### src/rtl/cc_pkg.sv
// Shared types and address-field helpers for the cache controller.
// No latency: declarations and pure functions only.
// No flow control in this file.
package cc_pkg;

    localparam int TAG_W  = 17;
    localparam int IDX_W  = 9;
    localparam int BEATS  = 8;
    localparam int BEAT_W = 3;

    typedef enum logic [2:0] {
        ST_IDLE,
        ST_LOOKUP,
        ST_FILL_REQ,
        ST_FILL,
        ST_UPDATE,
        ST_READ_OUT
    } state_t;

    // Request fields in address order: tag | index | beat.
    typedef struct packed {
        logic [TAG_W-1:0]  tag;
        logic [IDX_W-1:0]  idx;
        logic [BEAT_W-1:0] beat;
    } req_t;

    // Split address bits [31:3] into tag, line index and starting beat.
    function automatic req_t addr_split(input logic [31:3] a);
        return '{tag: a[31:15], idx: a[14:6], beat: a[5:3]};
    endfunction

    // Byte address of the first beat of a line.
    function automatic logic [31:0] line_addr(input logic [TAG_W-1:0] tag,
                                              input logic [IDX_W-1:0] idx);
        return {tag, idx, 6'b0};
    endfunction

endpackage

### src/rtl/cc_beat_counter.sv
// Loadable 3-bit beat counter that wraps modulo 8.
// Count is visible the cycle after load/inc.
// No flow control; the owner gates inc.
module cc_beat_counter
    import cc_pkg::*;
(
    input  logic              clk,
    input  logic              rst,
    input  logic              load,
    input  logic [BEAT_W-1:0] load_val,
    input  logic              inc,
    output logic [BEAT_W-1:0] cnt
);

    // Load takes priority over increment; natural 3-bit overflow gives the wrap.
    always_ff @(posedge clk) begin
        if (rst) begin
            cnt <= '0;
        end else if (load) begin
            cnt <= load_val;
        end else if (inc) begin
            cnt <= cnt + BEAT_W'(1);
        end
    end

endmodule

### src/rtl/cc_ctrl_fsm.sv
// Read-only cache controller: tag lookup, line fill on miss, critical-word-first read-out.
// Hit: first data beat two cycles after request accept; miss adds fill latency.
// Accepts one request at a time (arready only in IDLE); read-out stalls on rready low.
module cc_ctrl_fsm #(
    parameter int TAG_W = 17,
    parameter int IDX_W = 9,
    parameter int BEATS = 8
) (
    input  logic                   clk,
    input  logic                   rst,
    input  logic                   inct_arvalid_i,
    output logic                   inct_arready_o,
    input  logic [31:0]            inct_araddr_i,
    output logic                   inct_rvalid_o,
    input  logic                   inct_rready_i,
    output logic [63:0]            inct_rdata_o,
    output logic                   inct_rlast_o,
    output logic                   tag_ren_o,
    output logic                   tag_wen_o,
    output logic [IDX_W-1:0]       tag_addr_o,
    output logic [TAG_W:0]         tag_wdata_o,
    output logic                   hs_pulse_o,
    input  logic                   hit_i,
    input  logic                   miss_i,
    output logic                   data_ren_o,
    output logic                   data_wen_o,
    output logic [IDX_W+2:0]       data_addr_o,
    output logic [63:0]            data_wdata_o,
    input  logic [63:0]            data_rdata_i,
    output logic                   mem_arvalid_o,
    input  logic                   mem_arready_i,
    output logic [31:0]            mem_araddr_o,
    input  logic                   mem_rvalid_i,
    output logic                   mem_rready_o,
    input  logic [63:0]            mem_rdata_i,
    input  logic                   mem_rlast_i
);
    import cc_pkg::*;

    state_t            state_q, state_d;
    req_t              req_q, req_in;
    logic [BEAT_W-1:0] fill_cnt, rd_cnt, rd_nxt;
    logic              fill_load, fill_inc, rd_load, rd_inc;
    logic              ar_hs, last_beat;
    // Address byte offset and the memory's rlast are deliberately not used:
    // the fill is terminated by its own beat count.
    logic              unused_ok;

    assign unused_ok = ^{inct_araddr_i[2:0], mem_rlast_i};
    assign req_in    = addr_split(inct_araddr_i[31:3]);
    assign ar_hs     = inct_arvalid_i & inct_arready_o;
    assign rd_nxt    = rd_cnt + BEAT_W'(1);
    // The 8th beat is the one just before the sequence wraps back to the start beat.
    assign last_beat = (rd_nxt == req_q.beat);

    // State register and request capture.
    always_ff @(posedge clk) begin
        if (rst) begin
            state_q <= ST_IDLE;
            req_q   <= '0;
        end else begin
            state_q <= state_d;
            if (ar_hs) begin
                req_q <= req_in;
            end
        end
    end

    cc_beat_counter u_fill_cnt (
        .clk      (clk),
        .rst      (rst),
        .load     (fill_load),
        .load_val ({BEAT_W{1'b0}}),
        .inc      (fill_inc),
        .cnt      (fill_cnt)
    );

    cc_beat_counter u_rd_cnt (
        .clk      (clk),
        .rst      (rst),
        .load     (rd_load),
        .load_val (req_q.beat),
        .inc      (rd_inc),
        .cnt      (rd_cnt)
    );

    // Next state and all outputs; every control output is forced low during reset.
    always_comb begin
        state_d        = state_q;
        inct_arready_o = 1'b0;
        inct_rvalid_o  = 1'b0;
        inct_rlast_o   = 1'b0;
        inct_rdata_o   = data_rdata_i;
        tag_ren_o      = 1'b0;
        tag_wen_o      = 1'b0;
        tag_addr_o     = req_q.idx;
        tag_wdata_o    = {1'b1, req_q.tag};
        hs_pulse_o     = 1'b0;
        data_ren_o     = 1'b0;
        data_wen_o     = 1'b0;
        data_addr_o    = {req_q.idx, rd_cnt};
        data_wdata_o   = mem_rdata_i;
        mem_arvalid_o  = 1'b0;
        mem_araddr_o   = line_addr(req_q.tag, req_q.idx);
        mem_rready_o   = 1'b0;
        fill_load      = 1'b0;
        fill_inc       = 1'b0;
        rd_load        = 1'b0;
        rd_inc         = 1'b0;

        if (rst) begin
            state_d = ST_IDLE;
        end else begin
            case (state_q)
                ST_IDLE: begin
                    inct_arready_o = 1'b1;
                    tag_addr_o     = req_in.idx;
                    if (inct_arvalid_i) begin
                        tag_ren_o  = 1'b1;
                        hs_pulse_o = 1'b1;
                        state_d    = ST_LOOKUP;
                    end
                end
                ST_LOOKUP: begin
                    if (hit_i && !miss_i) begin
                        data_ren_o  = 1'b1;
                        data_addr_o = {req_q.idx, req_q.beat};
                        rd_load     = 1'b1;
                        state_d     = ST_READ_OUT;
                    end else begin
                        state_d = ST_FILL_REQ;
                    end
                end
                ST_FILL_REQ: begin
                    mem_arvalid_o = 1'b1;
                    if (mem_arready_i) begin
                        fill_load = 1'b1;
                        state_d   = ST_FILL;
                    end
                end
                ST_FILL: begin
                    mem_rready_o = 1'b1;
                    if (mem_rvalid_i) begin
                        data_wen_o  = 1'b1;
                        data_addr_o = {req_q.idx, fill_cnt};
                        fill_inc    = 1'b1;
                        if (fill_cnt == BEAT_W'(BEATS - 1)) begin
                            state_d = ST_UPDATE;
                        end
                    end
                end
                ST_UPDATE: begin
                    tag_wen_o   = 1'b1;
                    data_ren_o  = 1'b1;
                    data_addr_o = {req_q.idx, req_q.beat};
                    rd_load     = 1'b1;
                    state_d     = ST_READ_OUT;
                end
                ST_READ_OUT: begin
                    inct_rvalid_o = 1'b1;
                    inct_rlast_o  = last_beat;
                    if (inct_rready_i) begin
                        if (last_beat) begin
                            state_d = ST_IDLE;
                        end else begin
                            data_ren_o  = 1'b1;
                            data_addr_o = {req_q.idx, rd_nxt};
                            rd_inc      = 1'b1;
                        end
                    end
                end
                default: state_d = ST_IDLE;
            endcase
        end
    end

endmodule

### config.mk
export PLATFORM = sky130hd
export DESIGN_NAME = cc_ctrl_fsm
export DESIGN_NICKNAME = d
export VERILOG_FILES = /design/src/rtl/cc_pkg.sv /design/src/rtl/cc_beat_counter.sv /design/src/rtl/cc_ctrl_fsm.sv
export SDC_FILE = /design/constraint.sdc
export NUM_CORES = 1
export LEC_CHECK = 0
export BUFFER_PORTS_ARGS = -buffer_cell sky130_fd_sc_hd__buf_4
export CORE_AREA = 2 2 149 151
export DETAILED_ROUTE_END_ITERATION = 10
export DIE_AREA = 0 0 151 153
export GPL_TIMING_DRIVEN = 0
export HOLD_SLACK_MARGIN = 0.08
export MAX_ROUTING_LAYER = met4
export PLACE_DENSITY = 0.46
export REMOVE_ABC_BUFFERS = 1
export SYNTH_ARGS = -nofsm -noshare
export SYNTH_HDL_FRONTEND = slang
export SYNTH_SLANG_ARGS = --single-unit
### constraint.sdc
create_clock -name clk -period 2 [get_ports clk]
set_input_delay 0 -clock clk [delete_from_list [all_inputs] [get_ports clk]]
set_output_delay 0 -clock clk [all_outputs]
set_load 0.01 [all_outputs]
==> flow_results.org, run 1 <==
** Floorplanning
- Measured along the y axis, the die boundary spans 153 um.
- The die is 151 um wide.
- Cell Rows :: 54
- Once the floorplan was initialized, standard cells occupied 15.9% of the core.
- Top-level I/O count :: 378

** Synthesis
- The synthesized design contains 0 enable-type register cells.
- After synthesis, the netlist uses 47 different library cells.
- Post-Synthesis Mean Instance Area :: 7.75 um^2
- After synthesis the cells add up to 0.00342 mm^2.
- Post-synthesis sequential area ratio :: 22.2%
- Yosys synthesis warning count :: 0
- Synthesis inferred 38 register bits.
- Count of mapped cells out of synthesis :: 441
- In the synthesized netlist the async set-or-reset flop fraction comes to 0%.
- For this run, the leading register cell type out of synthesis is sky130_fd_sc_hd__dfxtp_1.

** CTS
- # H-tree levels :: 2
- Postcts setup bufs :: 7
- Number of clock buffers inserted by TritonCTS :: 5
- The clock passes through at most 2 buffers.
- The tree is rooted in a sky130_fd_sc_hd__clkbuf_16.
- Counting every sink on the clock net gives 38.
- Cts repair resizes :: 19
- Hold buffer count at CTS :: 130

** Place
- Buffers placed on the I/O ports in this run total 110.
- OpenSTA, run right after detailed placement, puts the worst setup slack at -2.19 ns.
- Final RePlAce weighted congestion :: 0.979
- The wire-length estimate of the detail-placed layout is 25.3 mm.

** Outcome
- The first error in the log reads "[ERROR RSZ-0060] Max buffer count reached".
- Result of the run :: stopped before the end
- Terminating stage of the flow :: clock tree synthesis
-- kinds of logic after synthesis --
group	synth area share, %
buf+inv	45.3
simple gates	13.0
compound gates	12.3
flops	22.2
mux	4.13
xor+xnor	1.72
fa+ha+maj	1.10
other cells	0.220
-- cells in the mapped netlist, types with 4 or more instances --
| master | count | area, um^2 |
|---|---|---|
| sky130_fd_sc_hd__mux2i_1 | 4 | 40.0 |
| sky130_fd_sc_hd__inv_1 | 9 | 33.8 |
| sky130_fd_sc_hd__buf_2 | 5 | 25.0 |
| sky130_fd_sc_hd__a211oi_1 | 5 | 37.5 |
| sky130_fd_sc_hd__nor2_1 | 9 | 33.8 |
| sky130_fd_sc_hd__clkbuf_1 | 8 | 30.0 |
| sky130_fd_sc_hd__o21ai_0 | 5 | 25.0 |
| sky130_fd_sc_hd__nand2_1 | 65 | 244 |
| sky130_fd_sc_hd__buf_4 | 189 | 1420 |
| sky130_fd_sc_hd__dfxtp_1 | 38 | 761 |
| sky130_fd_sc_hd__a21oi_1 | 37 | 185 |
| sky130_fd_sc_hd__nand3_1 | 7 | 35.0 |
| sky130_fd_sc_hd__nor2b_1 | 4 | 25.0 |
| sky130_fd_sc_hd__mux2_2 | 9 | 101 |
-- stage by stage --
stage          area, um^2  cells  hold slack, ns
3_3_place_gp         3100    630        0.000127
3_5_place_dp         3120    631        0.000127
2_1_floorplan        1920    240               0
==> run 2, diff against run 1 <==
--- a/config.mk
+++ b/config.mk
@@ -10,9 +10,7 @@
 export DETAILED_ROUTE_END_ITERATION = 10
 export DIE_AREA = 0 0 151 153
 export GPL_TIMING_DRIVEN = 0
-export HOLD_SLACK_MARGIN = 0.08
-export MAX_ROUTING_LAYER = met4
-export PLACE_DENSITY = 0.46
+export PLACE_DENSITY_LB_ADDON = 0.15
 export REMOVE_ABC_BUFFERS = 1
 export SYNTH_ARGS = -nofsm -noshare
 export SYNTH_HDL_FRONTEND = slang
==> flow_results.org, run 2 <==
** Floorplanning
- Core region area :: 0.0215 mm^2
- Initial Util :: 15.9% (unchanged)
- The site row count is 54 (unchanged).
- The die extent in x is 151 um (unchanged).
- The I/O pin count was 378 (unchanged).
- Die outline height :: 153 um (unchanged)
- The die covers 0.0231 mm^2.

** Synthesis
- Parity-gate share of the synthesized area counting xor and xnor cells :: 1.72% (unchanged)
- Share of cell area taken by muxes after synthesis :: 4.13% (unchanged)
- The synthesized netlist cell count is 441 (unchanged).
- Fraction of the mapped netlist area in simple logic gates :: 13.0% (unchanged)
- The register bit total from synthesis came to 38 (unchanged).
- Top cells by count, synth :: 189 x sky130_fd_sc_hd__buf_4, 65 x sky130_fd_sc_hd__nand2_1, 38 x sky130_fd_sc_hd__dfxtp_1
- Post-synthesis async set-or-reset flop share :: 0% (unchanged)
- Yosys synthesis warning count :: 0 (unchanged)
- Adder-cell share of the synthesized area :: 1.10% (unchanged)
- Count of different cell masters after synthesis :: 47 (unchanged)
- The number of synthesized flops with an enable pin came to 0 (unchanged).
- By area, the combinational part of the netlist is dominated by buffers and inverters.
- The synthesized-area fraction occupied by ao, oa, aoi and oai cells was 12.3% (unchanged).
- Dominant register cell in the synthesized netlist :: sky130_fd_sc_hd__dfxtp_1
- By area the synthesized netlist is led by sky130_fd_sc_hd__buf_4 41%, sky130_fd_sc_hd__dfxtp_1 22%, sky130_fd_sc_hd__nand2_1 7.1%.
- Leading area contributor after synthesis :: sky130_fd_sc_hd__buf_4
- The area of the mapped netlist came to 0.00342 mm^2 (unchanged).
- The sequential area share after synthesis came to 22.2% (unchanged).
- Yosys instantiated no cell more often than sky130_fd_sc_hd__buf_4.
- Top-area cell type share of the netlist area :: 41.5% (unchanged)
- The mean instance size in the synthesized netlist is 7.75 um^2 (unchanged).

** Timing
- The worst pin sits at a relative slew slack of 55.8%.
- Across the routed clock network, the largest skew measured is 0.00452 ns.
- At the pin with the least slew margin, the transition time is 0.657 ns.
- Min Clock Period, post-route :: 1.93 ns
- Static timing analysis puts the maximum clock frequency at 517 MHz.
- Final hold analysis gives a worst-case slack of 0.000349 ns.
- Final hold viol count :: 0
- Across all setup checks in the final design, the least slack found is 0.0668 ns.
- The worst path uses 96.7% of the clock period.
- Total setup violations reported at the end of the flow :: 0
- The max-slew violation total from the final report came to 0.

** Layout
- Leading cell type in the layout, fill and taps excluded :: sky130_fd_sc_hd__buf_4
- Fraction of final layout cells sized beyond drive strength 1 :: 41.8%
- The final layout contains 575 nets.
- Compared with the post-synthesis result, the final layout area differs by 13.1%.
- The register with the most flip-flops in the layout has 26 of them.
- Number of diodes added for antenna fixing :: 0
- Count of placed standard cells in the final layout, fillers left out :: 684
- Commonest cells after routing, fill and taps aside :: 125 x sky130_fd_sc_hd__buf_4, 64 x sky130_fd_sc_hd__nand2_1, 37 x sky130_fd_sc_hd__a21oi_1, 32 x sky130_fd_sc_hd__dfxtp_1, 29 x sky130_fd_sc_hd__dlygate4sd3_1

** CTS
- Root buf cell :: sky130_fd_sc_hd__clkbuf_16
- Number of clock buffers inserted by TritonCTS :: 5 (unchanged)
- Latest clock arrival within the worst-skew pair :: 0.29 ns
- The number of buffers between clock root and the deepest sink came to 2 (unchanged).
- Sink Count :: 38 (unchanged)
- TritonCTS clock tree :: done
- # H-tree levels :: 2 (unchanged)
- After clock tree synthesis, the clock-pin slew on the worst setup and hold paths is 0.06 ns.

** Route
- The first detailed-routing pass took 4 iterations.
- Summing over every cut layer, the via total after detailed routing is 2792.
- Post-DRT Antenna Nets :: 0
- Routed wire length per instance :: 41.6 um
- Aggregate routed wire length :: 28.5 mm
- Violation count after the first detailed-route iteration :: 138
- Routed vias/inst :: 4.08
- After detailed routing, the number of remaining DRC violations is 0.

** Worst setup path
- WP data required :: 2.00 ns
- Type of destination of the critical path :: primary output
- Worst Path Max Fanout :: 5
- Data arrival time of the worst path :: 1.93 ns
- Reg2Reg Setup Slack :: 0.17 ns
- The worst setup path is launched from a flip-flop.
- Critical path type :: flip-flop to primary output

** Pwr
- Power share of the sequential group :: 28.6%
- Comb power frac :: 42.1%
- Power per cell area :: 985 mW/mm^2
- Maximum resistive drop on vdd :: 0.382 mV
- Switching part of the total :: 35.7%
- Per report_power, the clock group accounts for 29.2% of the total.
- Internal power :: 0.00245 W
- Switching component of the power :: 0.00136 W
- In this run the static leakage power is 1.59 nW.

** Place
- The post-detailed-placement half-perimeter wirelength is 25.2 mm (-0.55%).
- Number of buffer cells added on primary ports :: 110 (unchanged)
- Setup WS pre-CTS :: -1.93 ns (+0.261 ns)
- The final estimated routing congestion in global placement was 0.972 (-0.70%).
- Number of cells after detailed placement :: 631 (unchanged)

** GRT
- Entering global routing, the biggest net connects 43 pins.
- Vias in the first global route :: 2649
- All-Layer GR Usage :: 23.8%
- Initial antenna violation count :: 0
- Wire length of the first global-routing pass :: 33.7 mm
- Global route total overflow :: 0

** Flow run
- Max Cap Viol :: 0

** Worst hold path
- Hold Crit Class :: primary input to primary output

** Outcome
- Result of the run :: finished, final reports clean
run 2: worst paths after layout:
path,end,startpoint,cells past startpoint
worst max-delay path,data_addr_o[0],u_rd_cnt.cnt[1],6
worst min-delay path,inct_rdata_o[16],data_rdata_i[16],0
worst max register to register,u_rd_cnt.cnt[0],state_q[2],5
worst min register to register,mem_araddr_o[17],mem_araddr_o[17],2
run 2: power groups by stage:
stage               sequential (W)  clock, W  combinational [W]
floorplan                  0.00110         0           0.000620
detailed placement         0.00111         0            0.00129
CTS                        0.00110   0.00117            0.00152
global placement           0.00111         0            0.00128
finish                     0.00109   0.00111            0.00160
global route               0.00111   0.00119            0.00174
run 2: layout make-up:
cell class	instances	area, um^2
inverter	9	37.5
fill	2472	17600
clock inverter	2	60.1
multi-input combinational	193	1260
clock buffer	6	139
sequential	38	778
timing repair inverter	1	7.51
tap	280	350
timing repair buffer	155	1240
run 2: what timing repair did:
item | in CTS | in global routing
gates resized for setup | 17 | 11
endpoints found under the setup margin | 47 | 34
hold buffers | 29 | 0
pin swaps | 3 | 4
hold endpoints to repair | 29 | 0
cloned | 1 | 0
buffers inserted | 10 | 5
run 2: worst max-delay path, cell delays in order (launching register included):
cell,delay (ns)
sky130_fd_sc_hd__dfxtp_2,0.34
sky130_fd_sc_hd__ha_4,0.27
sky130_fd_sc_hd__xnor2_4,0.24
sky130_fd_sc_hd__a31oi_4,0.13
sky130_fd_sc_hd__o221a_4,0.32
sky130_fd_sc_hd__o22ai_1,0.18
sky130_fd_sc_hd__buf_4,0.16
run 2: per-layer routing:
metal	wire, um	vias up	track usage [%]	part of all wire (%)
met4	754	8	5.87	2.6
met5	322	-	10.4	1.1
met2	12100	378	35.9	42
met3	9070	28	35.4	32
met1	6260	1201	15.0	22
li1	-	1177	-	-
run 2: stage by stage:
step	TNS (ns)	power, W	cell area [um^2]	util, %
after detailed placement	-58.68	0.00240	3110	14.5
after floorplan	-56.55	0.00172	1920	-
after global routing	-0.0797	0.00405	3870	18.0
final	0	0.00381	3870	18.0
after global placement	-136.59	0.00239	3100	14.4
after CTS	0	0.00379	3770	17.5
run 2: cell families (layout without fill, tap and decap cells):
group / after synthesis / in the layout
muxes: 13 / 13
and+or+nand+nor: 97 / 97
other: 2 / 7
AOI/OAI and AO/OA: 68 / 68
xor gates and xnor gates: 5 / 5
adders and majority gates: 3 / 3
buffers and inverters: 215 / 173
DFF: 38 / 38
Power figures use the tool's default switching activity.
